### src/rtl/data_mem_controller.sv
// data_mem_controller: load/store sequencer for a byte-addressable, word-wide
// data memory. It decodes RV32I funct3, issues word-aligned accesses with
// lane enables, and splits accesses that cross a word boundary into two.
// It sign- or zero-extends load data and returns one response pulse per
// request.
// All outputs are registered: the values for the next state are computed
// combinationally and loaded on the clock edge that enters that state.
// Optional feature macro: MEM_MISALIGN_FAULT_EN. When it is defined, every
// access that is not naturally aligned faults and is never split.
module data_mem_controller (
  input  logic        clk,
  input  logic        reset,
  input  logic        req_valid,
  output logic        req_ready,
  input  logic        req_write,
  input  logic [2:0]  req_funct3,
  input  logic [31:0] req_addr,
  input  logic [31:0] req_wdata,
  output logic        resp_valid,
  output logic [31:0] resp_rdata,
  output logic        resp_fault,
  output logic [31:0] mem_address,
  output logic [31:0] mem_data_in,
  output logic [3:0]  mem_read_byte_en,
  output logic [3:0]  mem_write_byte_en,
  input  logic [31:0] mem_data_out
);

  typedef enum logic [1:0] {
    IDLE = 2'd0,
    ACC0 = 2'd1,
    ACC1 = 2'd2,
    RESP = 2'd3
  } state_t;

  // Byte-lane mask over two consecutive words for a given size and offset.
  function automatic logic [7:0] lane_mask(input logic [1:0] size, input logic [1:0] off);
    logic [3:0] base;
    case (size)
      2'd0:    base = 4'b0001;
      2'd1:    base = 4'b0011;
      2'd2:    base = 4'b1111;
      default: base = 4'b0000;
    endcase
    return {4'b0000, base} << off;
  endfunction

  // Funct3 encodings that have no meaning for the given direction.
  function automatic logic illegal_funct3(input logic write, input logic [2:0] f3);
    logic bad;
    if (write) begin
      bad = f3[2] || (f3[1:0] == 2'd3);
    end else begin
      bad = (f3[1:0] == 2'd3) || (f3 == 3'd6);
    end
    return bad;
  endfunction

  // Pick the addressed bytes out of the {hi,lo} pair and extend them to 32 bits.
  function automatic logic [31:0] extend_load(input logic [2:0] f3, input logic [1:0] off,
                                              input logic [31:0] hi, input logic [31:0] lo);
    logic [63:0] sh;
    logic [31:0] res;
    sh = {hi, lo} >> {off, 3'b000};
    case (f3[1:0])
      2'd0:    res = f3[2] ? {24'd0, sh[7:0]} : {{24{sh[7]}}, sh[7:0]};
      2'd1:    res = f3[2] ? {16'd0, sh[15:0]} : {{16{sh[15]}}, sh[15:0]};
      2'd2:    res = sh[31:0];
      default: res = 32'd0;
    endcase
    return res;
  endfunction

  state_t      state_r, state_nx_s;
  logic        ready_r, ready_nx_s;
  logic        write_r, fault_r;
  logic [2:0]  funct3_r;
  logic [31:0] addr_r, wdata_r;
  logic [31:0] lo_r, hi_r, lo_nx_s, hi_nx_s;
  logic        resp_valid_r, resp_valid_nx_s;
  logic        resp_fault_r, resp_fault_nx_s;
  logic [31:0] resp_rdata_r, resp_rdata_nx_s;
  logic [31:0] mem_address_r, mem_address_nx_s;
  logic [31:0] mem_data_in_r, mem_data_in_nx_s;
  logic [3:0]  mem_re_r, mem_re_nx_s;
  logic [3:0]  mem_we_r, mem_we_nx_s;

  logic        accept_s;
  logic        cur_write_s;
  logic [2:0]  cur_funct3_s;
  logic [31:0] cur_addr_s, cur_wdata_s;
  logic        cur_fault_s;
  logic        misalign_s;
  logic [7:0]  mask_s;
  logic        cross_s;

  assign accept_s = req_valid && ready_r && (state_r == IDLE);

  // Request fields in use: live inputs on the accept cycle, latched copy afterwards.
  always_comb begin
    if (accept_s) begin
      cur_write_s  = req_write;
      cur_funct3_s = req_funct3;
      cur_addr_s   = req_addr;
      cur_wdata_s  = req_wdata;
    end else begin
      cur_write_s  = write_r;
      cur_funct3_s = funct3_r;
      cur_addr_s   = addr_r;
      cur_wdata_s  = wdata_r;
    end
  end

  // Natural-alignment check; only enforced when the misalignment fault option is built in.
  always_comb begin
`ifdef MEM_MISALIGN_FAULT_EN
    misalign_s = ((cur_funct3_s[1:0] == 2'd1) && cur_addr_s[0]) ||
                 ((cur_funct3_s[1:0] == 2'd2) && (cur_addr_s[1:0] != 2'd0));
`else
    misalign_s = 1'b0;
`endif
  end

  assign cur_fault_s = accept_s ? (illegal_funct3(req_write, req_funct3) || misalign_s) : fault_r;
  assign mask_s      = lane_mask(cur_funct3_s[1:0], cur_addr_s[1:0]);
  assign cross_s     = |mask_s[7:4];

  // Next-state selection, read-buffer capture and next values of the registered outputs.
  always_comb begin
    state_nx_s       = state_r;
    ready_nx_s       = 1'b0;
    lo_nx_s          = lo_r;
    hi_nx_s          = hi_r;
    resp_valid_nx_s  = 1'b0;
    resp_fault_nx_s  = 1'b0;
    resp_rdata_nx_s  = 32'd0;
    mem_address_nx_s = 32'd0;
    mem_data_in_nx_s = 32'd0;
    mem_re_nx_s      = 4'd0;
    mem_we_nx_s      = 4'd0;

    case (state_r)
      IDLE: begin
        if (accept_s) begin
          lo_nx_s = 32'd0;
          hi_nx_s = 32'd0;
          if (cur_fault_s) begin
            state_nx_s = RESP;
          end else begin
            state_nx_s = ACC0;
          end
        end else begin
          state_nx_s = IDLE;
        end
      end
      ACC0: begin
        if (!cur_write_s) begin
          lo_nx_s = mem_data_out;
        end else begin
          lo_nx_s = lo_r;
        end
        if (cross_s) begin
          state_nx_s = ACC1;
        end else begin
          state_nx_s = RESP;
        end
      end
      ACC1: begin
        if (!cur_write_s) begin
          hi_nx_s = mem_data_out;
        end else begin
          hi_nx_s = hi_r;
        end
        state_nx_s = RESP;
      end
      RESP: begin
        state_nx_s = IDLE;
      end
      default: begin
        state_nx_s = IDLE;
      end
    endcase

    case (state_nx_s)
      IDLE: begin
        ready_nx_s = 1'b1;
      end
      ACC0: begin
        mem_address_nx_s = {cur_addr_s[31:2], 2'b00};
        if (cur_write_s) begin
          mem_we_nx_s      = mask_s[3:0];
          mem_data_in_nx_s = cur_wdata_s << {cur_addr_s[1:0], 3'b000};
        end else begin
          mem_re_nx_s = mask_s[3:0];
        end
      end
      ACC1: begin
        // Adding 4 to the aligned address wraps the top word back to 0.
        mem_address_nx_s = {cur_addr_s[31:2], 2'b00} + 32'd4;
        if (cur_write_s) begin
          mem_we_nx_s      = mask_s[7:4];
          mem_data_in_nx_s = cur_wdata_s >> (6'd32 - {1'b0, cur_addr_s[1:0], 3'b000});
        end else begin
          mem_re_nx_s = mask_s[7:4];
        end
      end
      RESP: begin
        resp_valid_nx_s = 1'b1;
        resp_fault_nx_s = cur_fault_s;
        if (!cur_write_s && !cur_fault_s) begin
          resp_rdata_nx_s = extend_load(cur_funct3_s, cur_addr_s[1:0], hi_nx_s, lo_nx_s);
        end else begin
          resp_rdata_nx_s = 32'd0;
        end
      end
      default: begin
        ready_nx_s = 1'b0;
      end
    endcase
  end

  // State, latched request, read buffers and all registered outputs.
  always_ff @(posedge clk or negedge reset) begin
    if (!reset) begin
      state_r       <= IDLE;
      ready_r       <= 1'b0;
      write_r       <= 1'b0;
      fault_r       <= 1'b0;
      funct3_r      <= 3'd0;
      addr_r        <= 32'd0;
      wdata_r       <= 32'd0;
      lo_r          <= 32'd0;
      hi_r          <= 32'd0;
      resp_valid_r  <= 1'b0;
      resp_fault_r  <= 1'b0;
      resp_rdata_r  <= 32'd0;
      mem_address_r <= 32'd0;
      mem_data_in_r <= 32'd0;
      mem_re_r      <= 4'd0;
      mem_we_r      <= 4'd0;
    end else begin
      state_r       <= state_nx_s;
      ready_r       <= ready_nx_s;
      if (accept_s) begin
        write_r  <= req_write;
        funct3_r <= req_funct3;
        addr_r   <= req_addr;
        wdata_r  <= req_wdata;
        fault_r  <= cur_fault_s;
      end else begin
        write_r  <= write_r;
        funct3_r <= funct3_r;
        addr_r   <= addr_r;
        wdata_r  <= wdata_r;
        fault_r  <= fault_r;
      end
      lo_r          <= lo_nx_s;
      hi_r          <= hi_nx_s;
      resp_valid_r  <= resp_valid_nx_s;
      resp_fault_r  <= resp_fault_nx_s;
      resp_rdata_r  <= resp_rdata_nx_s;
      mem_address_r <= mem_address_nx_s;
      mem_data_in_r <= mem_data_in_nx_s;
      mem_re_r      <= mem_re_nx_s;
      mem_we_r      <= mem_we_nx_s;
    end
  end

  assign req_ready         = ready_r;
  assign resp_valid        = resp_valid_r;
  assign resp_fault        = resp_fault_r;
  assign resp_rdata        = resp_rdata_r;
  assign mem_address       = mem_address_r;
  assign mem_data_in       = mem_data_in_r;
  assign mem_read_byte_en  = mem_re_r;
  assign mem_write_byte_en = mem_we_r;

endmodule

### config.mk
export PLATFORM = sky130hd
export DESIGN_NAME = data_mem_controller
export DESIGN_NICKNAME = d
export VERILOG_FILES = /design/src/rtl/data_mem_controller.sv
export SDC_FILE = /design/constraint.sdc
export NUM_CORES = 1
export LEC_CHECK = 0
export BUFFER_PORTS_ARGS = -buffer_cell sky130_fd_sc_hd__buf_2
export CAP_MARGIN = 20
export CORE_MARGIN = 1
export CORE_UTILIZATION = 61
export DETAILED_ROUTE_END_ITERATION = 12
export PLACE_DENSITY = 0.85
export SKIP_LAST_GASP = 1
export SYNTH_ARGS = -nofsm -noshare
export SYNTH_HDL_FRONTEND = slang
export SYNTH_SLANG_ARGS = --single-unit
### constraint.sdc
create_clock -name clk -period 7.6 [get_ports clk]
set_input_delay 2.28 -clock clk [delete_from_list [all_inputs] [get_ports clk]]
set_output_delay 2.28 -clock clk [all_outputs]
set_load 0.01 [all_outputs]
# --- Word-level counts from Yosys, hierarchy flattened ---
# Index checks and enable logic that the tools add are counted.
totals:
  out_inout_bits: 107
  ram_bits: 0
  reg_bits: 242
  n_memories: 0
  mem_bits_ro: 0
  latch_bits: 0
op_classes:
  reduce_logical: 11
  addsub: 2
  n_mux: 35
  eq_ne: 10
  bitwise: 0
  div: 0
  mul: 0
  order_cmp: 0
  shifts: 4
op_table:
  columns: ["operator", "count"]
  rows:
  - ["two-way mux 32 bit", 12]
  - ["case mux 32 bit (2 select lines)", 4]
  - ["case mux 32 bit (3 select lines)", 1]
  - [">> shifter 64 x 5 -> 32 bit", 1]
  - ["adder 32 x 3 -> 32 bit, second input constant", 1]
  - ["left shift 32 x 5 -> 32 bit", 1]
  - [">> shifter 32 x 6 -> 32 bit", 1]
  - ["two-way mux 4 bit", 4]
  - ["case mux 4 bit (2 select lines)", 2]
  - ["== test 2 bit, second input constant", 6]
  - ["case mux 4 bit (3 select lines)", 1]
  - ["case mux 2 bit (4 select lines)", 1]
  - ["left shift 4 x 2 -> 8 bit", 1]
  - ["two-way mux 1 bit", 7]
  - ["== test 2 x 1 -> 1 bit, second input constant", 3]
  - ["zero test 2 bit", 3]
  - ["subtractor 6 x 5 -> 6 bit, first input constant", 1]
  - ["two-way mux 2 bit", 2]
  - ["OR reduction 4 bit", 1]
  - ["== test 3 bit, second input constant", 1]
  - ["logical AND 1 bit", 3]
  - ["two-way mux 3 bit", 1]
  - ["zero test 1 bit", 2]
  - ["logical OR 1 bit", 2]

# --- Depth between registers and ports, before layout ---
logic_depth:
  word_depth: 11
  depth_mapped: 24
  depth_no_buf: 17

# --- Worst setup path after synthesis ---
# Ideal clock, no wire load.
synth_path:
  path_type: "in2reg"
  startpoint: "input port req_valid"
  endpoint: "register resp_rdata_r[0], in the netlist resp_rdata[0]"
  cell_stages: 18
  arrival_time_ns: 5.909
  setup_time_ns: 0.078
  t_required_ns: 7.522
  path_slack_ns: 1.613
  path_cell_list: "nand3_4 -> buf_4 -> buf_2 -> clkbuf_1 -> buf_1 -> mux2i_1 -> ha_1 -> clkbuf_1 -> a22oi_1 -> a311oi_1 -> a21oi_1 -> ha_1 -> inv_1 -> or4_1 -> clkbuf_1 -> or2_1 -> clkbuf_1 -> a21oi_1"
synth_between:
  elab_chain_len: 11
  word_cells_on_any_way: 32
  cone_classes: "3 x eq/ne; 2 x shift; 20 x mux; 7 x reduce/logical"
synth_rtl:
  columns: ["item", "line", "text"]
  rows:
  - ["from (decl)", "13", "input logic req_valid,"]
  - ["logical AND 1 bit (*) (2 in a row)", "97", "assign accept_s = req_valid && ready_r && (state_r == IDLE);"]
  - ["two-way mux 3 bit", null, null]
  - ["== test 2 bit (tied with other cells)", "39", "case (size)"]
  - ["case mux 4 bit (3 select lines)", "39", null]
  - ["left shift 4 x 2 -> 8 bit", "45", "return {4'b0000, base} << off;"]
  - ["OR reduction 4 bit", "126", "assign cross_s = |mask_s[7:4];"]
  - ["two-way mux 1 bit", "162", "if (cross_s) begin"]
  - ["case mux 2 bit (4 select lines) (*)", "142", "case (state_r)"]
  - ["named net state_nx_s[0]", "74", "state_t state_r, state_nx_s;"]
  - ["== test 2 bit (*)", "184", "case (state_nx_s)"]
  - ["two-way mux 32 bit (*)", "184", null]
  - ["named net resp_rdata_nx_s[0]", "82", "logic [31:0] resp_rdata_r, resp_rdata_nx_s;"]
  - ["to (signal assigned)", "261", "resp_rdata_r <= resp_rdata_nx_s;"]
  - ["to (decl)", "82", null]
# The timed path passes the listed nets; every way through them passes the cells marked *.
# A chain may end at the register's enable or synchronous reset.

# --- Final worst setup path ---
layout_path:
  startpoint: "input port req_valid"
  endpoint: "register mem_data_in_r[0], in the netlist mem_data_in[0]"
layout_between:
  elab_chain_len: 11
  word_cells_on_any_way: 25
  cone_classes: "1 x add/sub; 4 x eq/ne; 3 x shift; 13 x mux; 4 x reduce/logical"
layout_rtl:
  columns: ["item", "line", "text"]
  rows:
  - ["logical AND 1 bit (*) (2 in a row)", "97", null]
  - ["parallel branches: the longest is 8 deep, another holds subtractor 6 x 5 -> 6 bit", null, null]
  - ["case mux 32 bit (2 select lines) (*)", "184", null]
  - ["named net mem_data_in_nx_s[0]", "84", "logic [31:0] mem_data_in_r, mem_data_in_nx_s;"]
  - ["to (signal assigned)", "263", "mem_data_in_r <= mem_data_in_nx_s;"]
  - ["to (decl)", "84", null]
# Mark *: on every way through the listed nets, which the timed path passes.

==> results_dict.tcl <==
set metrics [dict create \
    run_status "finished, final reports clean" \
    p_per_area_mw_per_mm2 485 \
    timing.fmax_mhz 153 \
    maxCapViolCount 0 \
    number_of_sinks_handled_by_clock_tree_synthesis 232 \
    routed_wirelength_um 36400 \
    worst_setup_slack_after_layout_ns 1.05 \
    y_dimension_of_the_die_um 145 \
    relSlewSlack 0.277 \
    floorplan.initialDensity 0.630 \
    setup.worst_path.start_class "input port" \
    cp_num_buf_inv 3 \
    dieWidth_um 145 \
    detail_route.first_pass.iterations 6 \
    placeableCoreArea_mm2 0.0197 \
    clk_pin_slew_ns 0.06 \
    postSynth.topFlopCell "sky130_fd_sc_hd__dfrtp_1" \
    cts_buffers 25 \
    yosys_warnings 0 \
    avgViaCountPerCell 6.55 \
    cp_max_fo 39 \
    ys_types 75 \
    mappedNetlistArea_mm2 0.0124 \
    postSynthCellCount 1314 \
    rows 51 \
    p_leak_nw 6.95 \
    initial_antenna_violation_count 2 \
    crit_path_top_delay_cell "sky130_fd_sc_hd__nor2_1" \
    final_common_cell "sky130_fd_sc_hd__dfrtp_1" \
    cp_slowest_stage_delay_ns 0.73 \
    routedWlPerCell_um 20.8 \
    drt_drc_violations_left 0 \
    slew_viol_final 0 \
    ir_drop_v 0.000302 \
    mostFrequentLayoutCells "sky130_fd_sc_hd__dfrtp_1 (231), sky130_fd_sc_hd__buf_2 (206), sky130_fd_sc_hd__nand2_1 (197)" \
    worstSetupPathType "input port to flip-flop" \
    preCtsSetupSlack_ns 0.795 \
    grt_max_degree 121 \
    ctsResizeCount 0 \
    layout.area.seq_mm2 0.00581 \
    report.final.hold_viol_count 0 \
    globalplace.congestion 0.927 \
    grt_first_pass_wirelength_um 56500 \
    grt_setup_unrepaired "false" \
    drive_gt1_frac 0.216 \
    area_delta_synth_final_pct 15.5 \
    critPathRequiredTime_ns 8.00 \
    crit_path_frequent_cell "sky130_fd_sc_hd__nor2_1" \
    worst_path_dominant_cell_family "simple AND/OR/NAND/NOR gates" \
    syn_area_per_cell_um2 9.45 \
    max_slew.worst_pin.slew_ns 1.08 \
    finalCritPeriodShare 0.861 \
    die_ar_mm2 0.0209 \
    setup_viol 0 \
    final_period_minus_worst_setup_slack_ns 6.55 \
    multi_input_area_mm2 0.00581 \
    root_buffer "sky130_fd_sc_hd__clkbuf_16" \
    post_cts_buffers 0 \
    gr-total-overflow 0 \
    drtAntennaViolNets 0 \
    clock_tree_from_tritoncts "built" \
    timing.critical_path.cells "buf_2, nand3_4, mux2i_2, inv_1, nor2_1, a22oi_1, a311oi_1, a21o_1, ha_1, nand2b_1, nor2_1, buf_4, o21a_1, nand2_1, a21oi_1" \
    drt_first_iter_violations 1416 \
    floorplan.io_pins 210 \
    postSynth.asyncResetShare 1.00 \
    numPortBuffers 207 \
    insertion_delay_ns 0.53 \
    num-nets-final 1580 \
    via_count 11400 \
    synth-edff-count 0 \
    ctsHoldBuffers 0 \
    critPathArrivalTime_ns 6.95 \
    cts.path.max_buffers 3 \
    r2r_setup_slack_ns 1.88 \
    worstSetupEndpointType "flip-flop" \
    fin_worst_skew_ns 0.0250 \
    aggregate_negative_setup_slack_ns 0 \
    hp-class "flip-flop to flip-flop" \
    yosys_register_bits 232 \
    filler_cell_count 1368 \
    dp_hpwl_um 23400 \
    share_of_synthesized_area_occupied_by_flip_flops_and_latches 0.468 \
    first_global_vias 10700 \
    htreeDepth 1 \
    groute.usage.overall 0.349 \
]
## sequential cells by signal, summed over array words and instances (netlist names), 2 cells and up
name,cells
hi_r,24
mem_write_byte_en,4
resp_rdata,32
state_r,2
funct3_r,3
mem_read_byte_en,4
wdata_r,32
mem_address,30
lo_r,32
mem_data_in,32
addr_r,32
## per-stage QoR
step / instance area (um^2) / cells / total power, mW / hold slack, ns / utilization
detailed placement: 13500 / 1700 / 5.52 / 0.502 / 0.683
global placement: 13500 / 1700 / 5.40 / 0.470 / 0.683
CTS: 14300 / 1745 / 6.84 / 0.515 / 0.727
floorplan: 12400 / 1315 / 4.55 / 0.451 / -
global route: 14300 / 1745 / 7.35 / 0.522 / 0.727
finish: 14300 / 1748 / 6.95 / 0.513 / 0.727
## routing by layer
| metal | up-vias | part of all wire | track usage |
|---|---|---|---|
| met5 | - | 0 | 0 |
| met4 | 0 | 0.044 | 0.135 |
| met3 | 157 | 0.12 | 0.0754 |
| met2 | 809 | 0.45 | 0.531 |
| met1 | 5434 | 0.39 | 0.488 |
| li1 | 5041 | - | - |
## report_power, final
group / internal [mW] / total (mW) / switching (mW) / leakage, nW
combinational: 1.24 / 3.79 / 2.55 / 3.52
clock: 0.783 / 1.27 / 0.489 / 0.427
sequential: 1.70 / 1.89 / 0.197 / 3.00
total: 3.72 / 6.95 / 3.24 / 6.95
## kinds of logic after synthesis
family                   after synthesis  share of synthesized area
AND/OR/NAND/NOR                      386                      0.147
AO/OA/AOI/OAI                        384                      0.217
flip-flops                           232                      0.468
buffers and inverters                190                     0.0646
multiplexers                          92                     0.0792
adder cells (fa/ha/maj)               15                     0.0151
XOR/XNOR                              14                    0.00987
other                                  1                   0.000302
## worst register-to-register path, stage by stage, from the launching register on
cell                       delay, ns
sky130_fd_sc_hd__dfrtp_1        0.40
sky130_fd_sc_hd__inv_1          0.09
sky130_fd_sc_hd__ha_1           0.47
sky130_fd_sc_hd__nand3_4        0.58
sky130_fd_sc_hd__mux2i_2        0.38
sky130_fd_sc_hd__inv_1          0.08
sky130_fd_sc_hd__nor2_1         0.73
sky130_fd_sc_hd__a22oi_1        0.28
sky130_fd_sc_hd__a311oi_1       0.37
sky130_fd_sc_hd__a21o_1         0.16
sky130_fd_sc_hd__ha_1           0.40
sky130_fd_sc_hd__nand2b_1       0.40
sky130_fd_sc_hd__nor2_1         0.19
sky130_fd_sc_hd__buf_4          0.22
sky130_fd_sc_hd__o21a_1         0.47
sky130_fd_sc_hd__nand2_1        0.14
sky130_fd_sc_hd__a21oi_1        0.22
## final cells by class
class	count	area share
well taps	265	0.0231
multi-input cells	893	0.405
clock buffers	39	0.0529
inverters	84	0.0220
clock inverters	6	0.00733
repair buffers	226	0.0838
flip-flops and latches	232	0.405
diodes	3	0.000524
## path summary, 6_finish.rpt
check | end | depth (start not counted) | from
worst min register to register | wdata_r[19] | 1 | wdata_r[19]
max in group asynchronous | write_r | 2 | reset
worst max-delay path | mem_data_in[0] | 15 | req_valid
min in group asynchronous | resp_rdata[26] | 1 | reset
worst max register to register | mem_data_in[0] | 16 | state_r[0]
worst min-delay path | wdata_r[19] | 1 | wdata_r[19]
## synthesized netlist by cell type, drive strengths merged (4+ instances only)
cell,count,share of area
and4,5,0.0035
a32oi,13,0.0092
a211o,5,0.0035
dfrtp,232,0.47
nor2,44,0.013
ha,15,0.015
clkbuf,66,0.020
nor3b,11,0.0066
a21oi,85,0.035
o211ai,18,0.012
o21ai,48,0.019
mux2i,61,0.051
buf,40,0.019
and2,18,0.0091
a211oi,37,0.024
xor2,4,0.0028
inv,83,0.025
nand3,38,0.017
xnor2,10,0.0071
a22oi,27,0.016
nor3,17,0.0073
nor4,4,0.0020
nand2,197,0.060
nand4,8,0.0052
mux2,31,0.028
nor2b,8,0.0040
a31oi,22,0.011
o32ai,7,0.0049
o2111ai,6,0.0042
a22o,14,0.0099
and3,18,0.0095
a311oi,18,0.013
o2bb2ai,9,0.0063
a221oi,17,0.012
a21o,5,0.0030
nand2b,8,0.0040
or2,6,0.0030
o22ai,21,0.011
Note: power is estimated with default switching activity, not from simulation.
